[config.mk]
export PLATFORM = sky130hd
export DESIGN_NAME = fp_round_except_pipe
export DESIGN_NICKNAME = d
export VERILOG_FILES = /design/src/rtl/fp_pkg.sv /design/src/rtl/fp_round.sv /design/src/rtl/fp_round_except_pipe.sv
export SDC_FILE = /design/constraint.sdc
export NUM_CORES = 1
export LEC_CHECK = 0
export CORE_MARGIN = 2
export CORE_UTILIZATION = 55
export CTS_BUF_LIST = sky130_fd_sc_hd__clkbuf_4 sky130_fd_sc_hd__clkbuf_8 sky130_fd_sc_hd__clkbuf_16
export CTS_CLUSTER_SIZE = 8
export DETAILED_ROUTE_END_ITERATION = 12
export DONT_BUFFER_PORTS = 1
export PLACE_DENSITY = 0.73
export SYNTH_ARGS = -nofsm -noshare
export SYNTH_HDL_FRONTEND = slang
export SYNTH_SLANG_ARGS = --single-unit
[constraint.sdc]
create_clock -name clk -period 1.42 [get_ports clk]
set_input_delay 0 -clock clk [delete_from_list [all_inputs] [get_ports clk]]
set_output_delay 0 -clock clk [all_outputs]
set_load 0.02 [all_outputs]
[src/rtl/fp_pkg.sv]
// Shared floating-point definitions for the multiplier/adder datapaths.
// Holds operand class encodings, rounding-mode constants, flag bit indices and
// helpers that derive format constants from the exponent/fraction widths.
package fp_pkg;

   typedef enum logic [1:0] {
      CLS_NORMAL = 2'b00,
      CLS_ZERO   = 2'b01,
      CLS_INF    = 2'b10,
      CLS_NAN    = 2'b11
   } fp_cls_e;

   localparam logic RND_TRUNC = 1'b0;
   localparam logic RND_RNE   = 1'b1;

   // Bit positions within the 4-bit flag vector {nan, overflow, underflow, inexact}
   localparam int unsigned FLG_NAN = 3;
   localparam int unsigned FLG_OVF = 2;
   localparam int unsigned FLG_UNF = 1;
   localparam int unsigned FLG_INX = 0;

   function automatic int unsigned fp_bias(int unsigned exp_w);
      return (32'd1 << (exp_w - 1)) - 32'd1;
   endfunction

   function automatic logic [63:0] fp_exp_ones(int unsigned exp_w);
      return (64'd1 << exp_w) - 64'd1;
   endfunction

   // Canonical quiet NaN, sign bit clear, right-aligned in a 64-bit word
   function automatic logic [63:0] fp_qnan(int unsigned exp_w, int unsigned man_w);
      return (fp_exp_ones(exp_w) << man_w) | (64'd1 << (man_w - 1));
   endfunction

endpackage

[src/rtl/fp_round.sv]
// Combinational rounding of a normalised mantissa carrying guard and sticky bits.
// Ports:
//   rnd_mode  - 0 truncate, 1 round-to-nearest-even
//   exp_raw   - biased exponent, two's complement, EXP_W+2 bits
//   man_raw   - {hidden, fraction, guard, sticky}
//   exp_rnd   - exponent after carry renormalisation
//   frac_rnd  - rounded stored fraction
//   inexact   - any discarded bit was set
module fp_round
   import fp_pkg::*;
#(
   parameter int unsigned EXP_W = 8,
   parameter int unsigned MAN_W = 7
) (
   input  logic             rnd_mode,
   input  logic [EXP_W+1:0] exp_raw,
   input  logic [MAN_W+2:0] man_raw,
   output logic [EXP_W+1:0] exp_rnd,
   output logic [MAN_W-1:0] frac_rnd,
   output logic             inexact
);

   logic             guard;
   logic             sticky;
   logic             inc;
   logic [MAN_W+1:0] sum;

   assign guard   = man_raw[1];
   assign sticky  = man_raw[0];
   // Round up above half, or exactly at half when the kept LSB is odd
   assign inc     = (rnd_mode == RND_RNE) && guard && (sticky || man_raw[2]);
   assign sum     = {1'b0, man_raw[MAN_W+2:2]} + {{(MAN_W+1){1'b0}}, inc};
   assign inexact = guard | sticky;

   always_comb begin
      exp_rnd  = exp_raw;
      frac_rnd = sum[MAN_W-1:0];
      if (sum[MAN_W+1]) begin
         // Mantissa overflowed to 10.0...0: renormalise
         frac_rnd = sum[MAN_W:1];
         exp_rnd  = exp_raw + {{(EXP_W+1){1'b0}}, 1'b1};
      end
   end

endmodule

[src/rtl/fp_round_except_pipe.sv]
// Two-stage round / exception / pack pipeline for the multiplier result.
// Stage 1 rounds the raw product, stage 2 resolves specials, overflow and
// flush-to-zero underflow and packs {sign, exponent, fraction}.
// Ports:
//   clk, rst_n              - clock, asynchronous active-low reset
//   in_valid/in_ready       - product handshake
//   in_sign/exp/man/cls     - raw product fields; rnd_mode sampled with in_valid
//   out_valid/out_ready     - result handshake
//   out_result, out_flags   - packed result and its {nan, ovf, unf, inx} flags
//   flags_clr, flags_sticky - software-clearable accumulated flags
module fp_round_except_pipe
   import fp_pkg::*;
#(
   parameter int unsigned EXP_W = 8,
   parameter int unsigned MAN_W = 7
) (
   input  logic                 clk,
   input  logic                 rst_n,
   input  logic                 in_valid,
   output logic                 in_ready,
   input  logic                 in_sign,
   input  logic [EXP_W+1:0]     in_exp,
   input  logic [MAN_W+2:0]     in_man,
   input  logic [1:0]           in_cls,
   input  logic                 rnd_mode,
   output logic                 out_valid,
   input  logic                 out_ready,
   output logic [EXP_W+MAN_W:0] out_result,
   output logic [3:0]           out_flags,
   input  logic                 flags_clr,
   output logic [3:0]           flags_sticky
);

   localparam int unsigned      RES_W    = 1 + EXP_W + MAN_W;
   localparam logic [EXP_W-1:0] EXP_ONES = EXP_W'(fp_exp_ones(EXP_W));
   localparam logic [RES_W-1:0] QNAN     = RES_W'(fp_qnan(EXP_W, MAN_W));

   logic             s1_load;
   logic             s2_load;
   logic             out_xfer;

   logic [EXP_W+1:0] rnd_exp;
   logic [MAN_W-1:0] rnd_frac;
   logic             rnd_inx;

   logic             s1_valid_q;
   logic             s1_sign_q;
   logic             s1_inx_q;
   fp_cls_e          s1_cls_q;
   logic [EXP_W+1:0] s1_exp_q;
   logic [MAN_W-1:0] s1_frac_q;

   logic             s2_valid_q;
   logic [RES_W-1:0] s2_result_q;
   logic [3:0]       s2_flags_q;
   logic [3:0]       sticky_q;

   logic             ovf;
   logic             unf;
   logic [RES_W-1:0] pack_result;
   logic [3:0]       pack_flags;

   // Each stage loads when empty or when its contents leave this cycle
   assign s2_load  = !s2_valid_q || out_ready;
   assign s1_load  = !s1_valid_q || s2_load;
   assign in_ready = s1_load;
   assign out_xfer = s2_valid_q && out_ready;

   fp_round #(
      .EXP_W (EXP_W),
      .MAN_W (MAN_W)
   ) u_round (
      .rnd_mode (rnd_mode),
      .exp_raw  (in_exp),
      .man_raw  (in_man),
      .exp_rnd  (rnd_exp),
      .frac_rnd (rnd_frac),
      .inexact  (rnd_inx)
   );

   always_ff @(posedge clk or negedge rst_n) begin
      if (!rst_n) begin
         s1_valid_q <= 1'b0;
         s1_sign_q  <= 1'b0;
         s1_inx_q   <= 1'b0;
         s1_cls_q   <= CLS_NORMAL;
         s1_exp_q   <= '0;
         s1_frac_q  <= '0;
      end else if (s1_load) begin
         s1_valid_q <= in_valid;
         if (in_valid) begin
            s1_sign_q <= in_sign;
            s1_inx_q  <= rnd_inx;
            s1_cls_q  <= fp_cls_e'(in_cls);
            s1_exp_q  <= rnd_exp;
            s1_frac_q <= rnd_frac;
         end
      end
   end

   // Overflow: non-negative exponent at or above the all-ones code.
   // Underflow: negative or zero exponent; no subnormals, flush to zero.
   assign ovf = !s1_exp_q[EXP_W+1] && (s1_exp_q[EXP_W:0] >= {1'b0, EXP_ONES});
   assign unf = s1_exp_q[EXP_W+1] || (s1_exp_q == '0);

   always_comb begin
      pack_result          = {s1_sign_q, s1_exp_q[EXP_W-1:0], s1_frac_q};
      pack_flags           = '0;
      pack_flags[FLG_INX]  = s1_inx_q;
      unique case (s1_cls_q)
         CLS_NAN: begin
            pack_result         = QNAN;
            pack_flags          = '0;
            pack_flags[FLG_NAN] = 1'b1;
         end
         CLS_INF: begin
            pack_result = {s1_sign_q, EXP_ONES, {MAN_W{1'b0}}};
            pack_flags  = '0;
         end
         CLS_ZERO: begin
            pack_result = {s1_sign_q, {(EXP_W+MAN_W){1'b0}}};
            pack_flags  = '0;
         end
         CLS_NORMAL: begin
            if (ovf) begin
               pack_result         = {s1_sign_q, EXP_ONES, {MAN_W{1'b0}}};
               pack_flags[FLG_OVF] = 1'b1;
               pack_flags[FLG_INX] = 1'b1;
            end else if (unf) begin
               pack_result         = {s1_sign_q, {(EXP_W+MAN_W){1'b0}}};
               pack_flags[FLG_UNF] = 1'b1;
               pack_flags[FLG_INX] = 1'b1;
            end
         end
      endcase
   end

   always_ff @(posedge clk or negedge rst_n) begin
      if (!rst_n) begin
         s2_valid_q  <= 1'b0;
         s2_result_q <= '0;
         s2_flags_q  <= '0;
      end else if (s2_load) begin
         s2_valid_q <= s1_valid_q;
         if (s1_valid_q) begin
            s2_result_q <= pack_result;
            s2_flags_q  <= pack_flags;
         end
      end
   end

   // A clear coinciding with a transfer keeps the transferring result's flags
   always_ff @(posedge clk or negedge rst_n) begin
      if (!rst_n) begin
         sticky_q <= '0;
      end else if (out_xfer) begin
         sticky_q <= (flags_clr ? 4'b0000 : sticky_q) | s2_flags_q;
      end else if (flags_clr) begin
         sticky_q <= '0;
      end
   end

   assign out_valid    = s2_valid_q;
   assign out_result   = s2_result_q;
   assign out_flags    = s2_flags_q;
   assign flags_sticky = sticky_q;

endmodule

Word-level counts from Yosys, hierarchy flattened
Cells that the tools add are included.

Order comparisons: 1. Eq/ne operators: 3. Add/sub/neg operators: 2. Bitwise logic cells: 2. Multiplexer cells: 13. Reduce and logical (&&, ||, !) cells: 16.

Operators by type and width (count): 16-bit case mux with 4 select lines (1); 15-bit two-way mux (2); 10-bit by 1-bit adder with 10-bit output, second input constant (1); 10-bit logical NOT (1); 10-bit two-way mux (1); 8-bit by 1-bit adder with 9-bit output (1); 9-bit by 8-bit greater-or-equal comparator with 1-bit output, second input constant (1); 4-bit two-way mux (2); 7-bit two-way mux (1); 3-bit case mux with 2 select lines (1); 2-bit == test, second input constant (2); 1-bit logical AND (4); 1-bit logical OR (4); 1-bit two-way mux (4); 4-bit OR (1); 2-bit AND reduction (2); 1-bit logical NOT (3); 3-bit OR reduction (1); 2-bit by 1-bit == test with 1-bit output, second input constant (1); 2-bit logical NOT (1); 2-bit two-way mux (1); 1-bit OR (1).

Output and inout bits: 26. Register bits: 47. Input port bits: 29.

Depth between registers and ports, before layout
Gate-level depths: netlist of the first run.

Depth after elaboration: 5. Mapped depth: 7. Mapped depth without buffers: 7.

Hierarchy
A second synthesis of the first run with hierarchy kept.

Cells, all modules: 217. Area total of the unflattened synthesis: 2284.7 µm².

By module, submodules not included: fp_round_except_pipe (instances 1, cells an instance 165, area an instance 1915.6 µm², sequential area each 1176.1 µm²); fp_round (instances 1, cells an instance 52, area an instance 369.1 µm², sequential area each 0.0 µm²).

Worst setup path before layout of the first run
Ideal clock, no wire load.

Path type: reg-to-reg. From: register s2_valid_q, in the netlist out_valid. To: register s1_exp_q[8]. Stages on the path, launching flop included: 6. Setup time: 83 ps. Data required time: 1337 ps. Path slack: -180 ps. Arrival time: 1517 ps. Cells stage by stage: dfrtp_1 > nand3b_1 > nand2_2 > clkbuf_1 > nand2_1 > o21ai_0.

Word-level cells in the longest chain between the ends: 4.

Ends and longest elaborated chain: start, declared (line fp_round_except_pipe.sv:53) `logic s2_valid_q;`; start signal, assigned (line fp_round_except_pipe.sv:144) `s2_valid_q <= s1_valid_q;`; 1-bit logical NOT (line fp_round_except_pipe.sv:64) `assign s2_load = !s2_valid_q || out_ready;`; 1-bit logical OR (line fp_round_except_pipe.sv:64); 1-bit logical OR (line fp_round_except_pipe.sv:65) `assign s1_load = !s1_valid_q || s2_load;`; via in_ready (line fp_round_except_pipe.sv:20) `output logic in_ready,`; 2-bit AND reduction (no source line); end signal, assigned (line fp_round_except_pipe.sv:95) `s1_exp_q <= rnd_exp;`; end, declared (line fp_round_except_pipe.sv:50) `logic [EXP_W+1:0] s1_exp_q;`.

The timed path passes the listed nets, and every way through them passes these cells. A chain may end at the register's enable or synchronous reset.

Worst setup path after layout of the first run
From: register s2_valid_q, in the netlist out_valid. To: register s2_flags_q[0], in the netlist out_flags[0].

Word-level cells in the longest chain between the ends: 3.

Ends and longest elaborated chain: 1-bit logical NOT (line fp_round_except_pipe.sv:64); 1-bit logical OR (line fp_round_except_pipe.sv:64); 2-bit AND reduction (no source line); end signal, assigned (line fp_round_except_pipe.sv:147) `s2_flags_q <= pack_flags;`; end, declared (line fp_round_except_pipe.sv:55) `logic [3:0] s2_flags_q;`.

No other way between the ends.

==> results.sh, run 1 <==
export IMPL_status="completed"
export IMPL_cts_sinks=47
export IMPL_gp_congestion=0.7788
export IMPL_r2r_slack_ps=80
export IMPL_seq_power_share_pct=54.5
export IMPL_detailedRoute_firstIterationViolations=137
export IMPL_clk_pin_slew_ps=90
export IMPL_syn_area_per_cell_sq_um=9.520
export IMPL_dp_slack_ps=-127.0
export IMPL_fin_skew_ps=10.47
export IMPL_synthTopCellsByCount="dfrtp_1, nand2_1, o21ai_0"
export IMPL_antenna_cells=0
export IMPL_final_area_sq_um=2829
export IMPL_grt_max_degree=48
export IMPL_combPwrFrac_pct=16.0
export IMPL_p_clk_share_pct=29.4
export IMPL_syn_area_sq_um=2285
export IMPL_track_usage_pct=23.89
export IMPL_cts_buffer_depth=2
export IMPL_grt_pass1_wl_um=8238
export IMPL_io_pins=55
export IMPL_timing_rr_end="out_flags[0]"
export IMPL_worstPathRequired_ps=1610
export IMPL_fin_util_pct=70.72
export IMPL_ys_seq_area_share_pct=51.48
export IMPL_ys_flop_type="dfrtp_1"
export IMPL_clock_latency_ps=300
export IMPL_fin_crit_sh_pct=94.45
export IMPL_synth_top_cell_area_share_pct=51.48
export IMPL_core_sq_um=4000
export IMPL_wirelength_um=5178
export IMPL_arrival_ps=1530
export IMPL_ys_top_cells_by_area="dfrtp_1, o21ai_0, nand2_1"
export IMPL_dr_pass1_iters=4
export IMPL_report_final_setup_viol=0
export IMPL_netSwitchingFraction_pct=30.08
export IMPL_grt_pass1_vias=1874
export IMPL_synthCells=240
export IMPL_vias=1887
export IMPL_power_switching_mw=1.014
export IMPL_slew_headroom_pct=74.36
export IMPL_rsz0062_at_grt="no"
export IMPL_cts_tree="done"
export IMPL_async_reset_ff_share_pct=100.0
export IMPL_htreeDepth=2
export IMPL_vias_per_cell=5.753
export IMPL_drc_errors=0
export IMPL_ys_ff_latch=47
export IMPL_leakage_nw=1.179
export IMPL_postCtsSetupBuffers=0
export IMPL_fmax_mhz=745.6
export IMPL_dp_hpwl_um=3505
export IMPL_synth_distinct_cells=40
export IMPL_cp_start_kind="register"
export IMPL_cts_buffers=5
export IMPL_hp_class="primary input to register"
export IMPL_r2r_start="out_valid"
export IMPL_final_hold_viol_count=0
export IMPL_die_h_um=68.45
export IMPL_finalNetCount=309
export IMPL_drv_slew=0
export IMPL_crit_fanout=5
export IMPL_yosys_warnings=0
export IMPL_grt_ovfl_total=0
export IMPL_worst_pin_slew_ps=381.1
export IMPL_cp_end_kind="register"
export IMPL_setup_ws_ps=78.79
export IMPL_start_util_pct=57.12
export IMPL_die_w_um=68.45
export IMPL_internal_power_mw=2.356
export IMPL_antenna_left=0
export IMPL_yosysTopAreaCell="dfrtp_1"
export IMPL_dpl_cell_area_sq_um=2429
export IMPL_yosysMostFrequentCell="dfrtp_1"
export IMPL_synth_edf_count=0
export IMPL_period_needed_ps=1341
export IMPL_wire_per_inst_um=15.79
export IMPL_die_area_sq_um=4685
export IMPL_syn_to_final_growth_pct=23.82
export IMPL_holdPathStages=3
export IMPL_row_count=23
export IMPL_path_class="register to register"
export IMPL_p_per_area_nw_per_um2=1191
export IMPL_synth_nets=272
export IMPL_drv_cap=0
export IMPL_hold_end="s1_frac_q[3]"
export IMPL_whs_ps=2.671
export IMPL_cts_root_buf="clkbuf_8"
export IMPL_layout_drive_gt1_share_pct=14.39
export IMPL_io_buffers=0
export IMPL_ir_worst_vdd_uv=583.1
export IMPL_reg2reg_depth=4
export IMPL_hp_start="in_man[4]"
export IMPL_antenna_found_initial=0
[flip-flops by register name (all words and copies together), names as in the netlist, 2 cells and up]
signal,flops
flags_sticky,4
s1_cls_q,2
s1_frac_q,7
s1_exp_q,10
out_flags,4
out_result,16
[layout by cell type (no fill, tap or decap), drive strengths merged, types with 3 or more instances in the layout]
cell type | netlist | layout
o21ai | 33 | 33
inv | 7 | 7
and4 | 5 | 5
a21oi | 4 | 4
a31oi | 11 | 11
dfrtp | 47 | 47
nand4 | 4 | 4
nand3 | 14 | 14
nor2 | 16 | 16
mux2 | 4 | 4
xor2 | 3 | 3
nand2b | 4 | 4
ha | 3 | 3
dlygate4sd3 | 0 | 23
nand2 | 43 | 43
nor4 | 5 | 5
xnor2 | 7 | 7
clkbuf | 4 | 6
buf | 4 | 15
[cell type report]
type,count,area (sq um)
Sequential cell,47,1177
Inverter,7,26.28
Timing Repair Buffer,38,366.6
Multi-Input combinational cell,178,1079
Clock inverter,2,35.03
Clock buffer,6,82.58
Fill cell,306,1171
Tap cell,50,62.56
[power by group through the flow]
stage | registers (mW) | logic (mW) | clock network (mW)
after floorplan | 1.81 | 0.333 | 0
after CTS | 1.83 | 0.527 | 1.01
final | 1.84 | 0.541 | 0.992
after global routing | 1.87 | 0.610 | 1.08
after detailed placement | 1.86 | 0.426 | 0
after global placement | 1.85 | 0.416 | 0
[critical path, stage by stage (launching register included)]
cell and delay, ps:
dfrtp_2 430, nand2b_1 110, and2_1 250, mux2_2 360
o31a_1 100
[stage by stage]
stage | cells | total power, mW | TNS (ps)
6_report | 328 | 3.370 | 0
5_1_grt | 328 | 3.564 | 0
4_1_cts | 328 | 3.369 | 0
3_5_place_dp | 296 | 2.283 | -551.4
3_3_place_gp | 296 | 2.265 | -124.5
2_1_floorplan | 240 | 2.143 | -338.3
[timing repair]
item                                    4_1_cts  5_1_grt
endpoints found under the hold margin        72        0
gates resized for setup                       1        4
hold buffers                                 24        0
endpoints found under the setup margin        1        9
[layer usage]
metal,GRT usage (%),vias up,part of all wire [%]
li1,-,927,-
met4,6.000,0,0.85
met5,0,-,0
met2,40.87,66,49
met3,5.592,4,5.9
met1,30.31,890,44
[logic make-up (layout without fill, tap and decap cells)]
logic type	Yosys count	in the layout	synth area share [%]
AO/OA/AOI/OAI	59	59	15.23
XOR/XNOR	10	10	3.834
adder cells (fa/ha/maj)	3	3	1.643
buffers and inverters	15	53	2.793
flip-flops	47	47	51.48
multiplexers	6	6	2.848
AND/OR/NAND/NOR	100	100	22.18
[worst max path at each step]
stage	startpoint	endpoint	depth (start not counted)
after detailed placement	in_man[0]	s1_exp_q[7]	7
after CTS	s1_exp_q[7]	out_flags[0]	4
final	out_valid	out_flags[0]	4
after global placement	in_man[0]	s1_exp_q[7]	7
after global routing	out_valid	out_flags[0]	4
after floorplan	out_valid	s1_exp_q[7]	4
Power figures use the tool's default switching activity.
==> run 2: changes to the inputs <==
--- a/config.mk
+++ b/config.mk
@@ -6,12 +6,11 @@
 export NUM_CORES = 1
 export LEC_CHECK = 0
 export CORE_MARGIN = 2
-export CORE_UTILIZATION = 55
+export CORE_UTILIZATION = 35
 export CTS_BUF_LIST = sky130_fd_sc_hd__clkbuf_4 sky130_fd_sc_hd__clkbuf_8 sky130_fd_sc_hd__clkbuf_16
 export CTS_CLUSTER_SIZE = 8
 export DETAILED_ROUTE_END_ITERATION = 12
 export DONT_BUFFER_PORTS = 1
-export PLACE_DENSITY = 0.73
 export SYNTH_ARGS = -nofsm -noshare
 export SYNTH_HDL_FRONTEND = slang
 export SYNTH_SLANG_ARGS = --single-unit
==> constraint.sdc (replaced) <==
create_clock -name clk -period 1.42 [get_ports clk]
set_input_delay 0.071 -clock clk [delete_from_list [all_inputs] [get_ports clk]]
set_output_delay 0.071 -clock clk [all_outputs]
set_load 0.02 [all_outputs]
==> run 2 against run 1 <==
  * Worst hold slack better by 4.8 ps
  * Clock skew is 7.7 ps lower
  * Clock power is 17% higher
  * Die area is 53% higher
  * Worst setup slack hardly changed
  * First-iteration DRC count is 54% lower
  * Maximum frequency hardly changed
  * Utilization is 25 points lower
  * Register-to-register slack better by 20 ps
  * Sequential share of layout area is 0.38 points lower
  * Critical path type is now primary input to register
==> results.sh, run 2 (synthesis gave the netlist of run 1 again) <==
export IMPL_clock_latency_ps=300
export IMPL_vias_per_cell=5.197
export IMPL_die_w_um=84.80
export IMPL_cp_end_kind="register"
export IMPL_arrival_ps=1530
export IMPL_largest_reg_flops=16
export IMPL_syn_to_final_growth_pct=24.97
export IMPL_cts_sinks=47
export IMPL_dr_pass1_iters=4
export IMPL_grt_pass1_wl_um=8680
export IMPL_vias=1819
export IMPL_io_pins=55
export IMPL_htreeDepth=2
export IMPL_row_count=29
export IMPL_worstPathRequired_ps=1610
export IMPL_path_class="primary input to register"
export IMPL_fmax_mhz=745.7
export IMPL_wire_per_inst_um=14.90
export IMPL_power_switching_mw=1.041
export IMPL_cts_tree="done"
export IMPL_p_per_area_nw_per_um2=1239
export IMPL_track_usage_pct=15.02
export IMPL_die_area_sq_um=7190
export IMPL_ir_worst_vdd_uv=672.7
export IMPL_final_cell_mix="dfrtp_1, nand2_1, o21ai_0, dlygate4sd3_1, nor2_1"
export IMPL_fillCellCount=634
export IMPL_hp_class="primary input to register"
export IMPL_cpPeakStageDelay_ps=630
export IMPL_antenna_found_initial=0
export IMPL_worst_pin_slew_ps=367.4
export IMPL_start_util_pct=36.19
export IMPL_combPwrFrac_pct=15.4
export IMPL_core_sq_um=6314
export IMPL_seq_power_share_pct=51.7
export IMPL_drv_slew=0
export IMPL_netSwitchingFraction_pct=29.45
export IMPL_final_common_cell="dfrtp_1"
export IMPL_detailedRoute_firstIterationViolations=63
export IMPL_leakage_nw=1.163
export IMPL_dpl_cell_area_sq_um=2500
export IMPL_finalNetCount=304
export IMPL_internal_power_mw=2.495
export IMPL_gp_congestion=0.8547
export IMPL_cts_root_buf="clkbuf_8"
export IMPL_io_buffers=0
export IMPL_fin_crit_sh_pct=94.43
export IMPL_final_hold_viol_count=0
export IMPL_cts_buffers=5
export IMPL_p_clk_share_pct=32.9
export IMPL_setup_tns_ps=0
export IMPL_layout_drive_gt1_share_pct=15.38
export IMPL_grt_max_degree=48
export IMPL_drv_cap=0
export IMPL_final_area_sq_um=2855
export IMPL_cp_start_kind="primary input"
export IMPL_dp_hpwl_um=3830
export IMPL_grt_pass1_vias=1800
export IMPL_report_final_setup_viol=0
export IMPL_clk_pin_slew_ps=90
export IMPL_cts_buffer_depth=2
export IMPL_crit_slowest_cell="dlygate4sd3_1"
export IMPL_wirelength_um=5215
export IMPL_die_h_um=84.80
export IMPL_period_needed_ps=1341
export IMPL_total_power_mw=3.536
export IMPL_rsz0062_at_grt="no"
export IMPL_crit_fanout=5
export IMPL_slew_headroom_pct=75.28
export IMPL_holdPathStages=2
export IMPL_antenna_left=0
export IMPL_drc_errors=0
export IMPL_status="completed"
export IMPL_grt_ovfl_total=0
export IMPL_postCtsSetupBuffers=0
export IMPL_reg2reg_depth=4
export IMPL_path_cells="dlygate4sd3_1 -> nand2b_1 -> and2_1 -> mux2_2 -> o31a_1"
export IMPL_fin_skew_ps=2.774
export IMPL_antenna_cells=0
==> run 2: cell count changes in the layout (fill, tap and decap cells not counted), sizes merged <==
cell and change:
dlygate4sd3 -6, clkinvlp +1, bufinv +1, clkbuf -1, clkinv -1, buf +1
==> run 2: per-stage QoR <==
| step | worst slack (ps) | utilization, % | instances | hold WS, ps |
|---|---|---|---|---|
| floorplan | -58.38 | - | 240 | -224.6 |
| global placement | -26.58 | 39.60 | 324 | -222.4 |
| detailed placement | -74.75 | 39.60 | 324 | -222.3 |
| CTS | 3.221 | 44.97 | 350 | 2.028 |
| global route | 2.580 | 45.22 | 350 | 10.58 |
| finish | 79.05 | 45.22 | 350 | 7.460 |
==> run 2: final timing paths <==
kind | start | end | slack [ps]
min in group asynchronous | rst_n | out_result[12] | 280
worst min register to register | s1_frac_q[2] | s1_frac_q[2] | 490
worst max register to register | s1_exp_q[1] | out_flags[0] | 100
worst max-delay path | out_ready | out_flags[0] | 80
max in group asynchronous | rst_n | out_valid | 920
worst min-delay path | in_man[5] | s1_frac_q[3] | 7
==> run 2: layout make-up <==
| class | instances | area [sq um] | area share [%] |
|---|---|---|---|
| Clock buffer | 5 | 68.82 | 2.410 |
| Sequential cell | 47 | 1177 | 41.24 |
| Inverter | 7 | 26.28 | 0.9202 |
| Clock inverter | 3 | 67.56 | 2.366 |
| Multi-Input combinational cell | 178 | 1096 | 38.39 |
| Timing Repair Buffer | 33 | 322.8 | 11.31 |
| Tap cell | 77 | 96.34 | 3.374 |
==> run 2: timing repair <==
action                     CTS  global route
gates resized for setup      1             6
hold endpoints to repair    66             0
pin swaps                    0             1
hold buffers                18             0
setup endpoints to repair    6             7
==> run 2: critical path: cells and delay by family <==
kind | cells | cell delay (ps)
muxes | 1 | 350
and+or+nand+nor | 2 | 390
AOI/OAI and AO/OA | 1 | 100
buffers and inverters | 1 | 630
==> run 2: layer usage <==
| layer | vias to the layer above | track usage [%] | part of all wire (%) |
|---|---|---|---|
| met5 | - | 0 | 0 |
| met4 | 0 | 5.195 | 1.4 |
| met3 | 5 | 4.425 | 7.0 |
| met2 | 61 | 22.05 | 43 |
| met1 | 831 | 21.18 | 49 |
| li1 | 922 | - | - |
==> run 2: power by group through the flow <==
stage               Combinational [mW]  Sequential [mW]  Clock (mW)
floorplan                        0.335             1.81           0
global placement                 0.454             1.85           0
detailed placement               0.462             1.86           0
CTS                              0.547             1.83        1.19
global route                     0.626             1.86        1.24
finish                           0.545             1.83        1.16
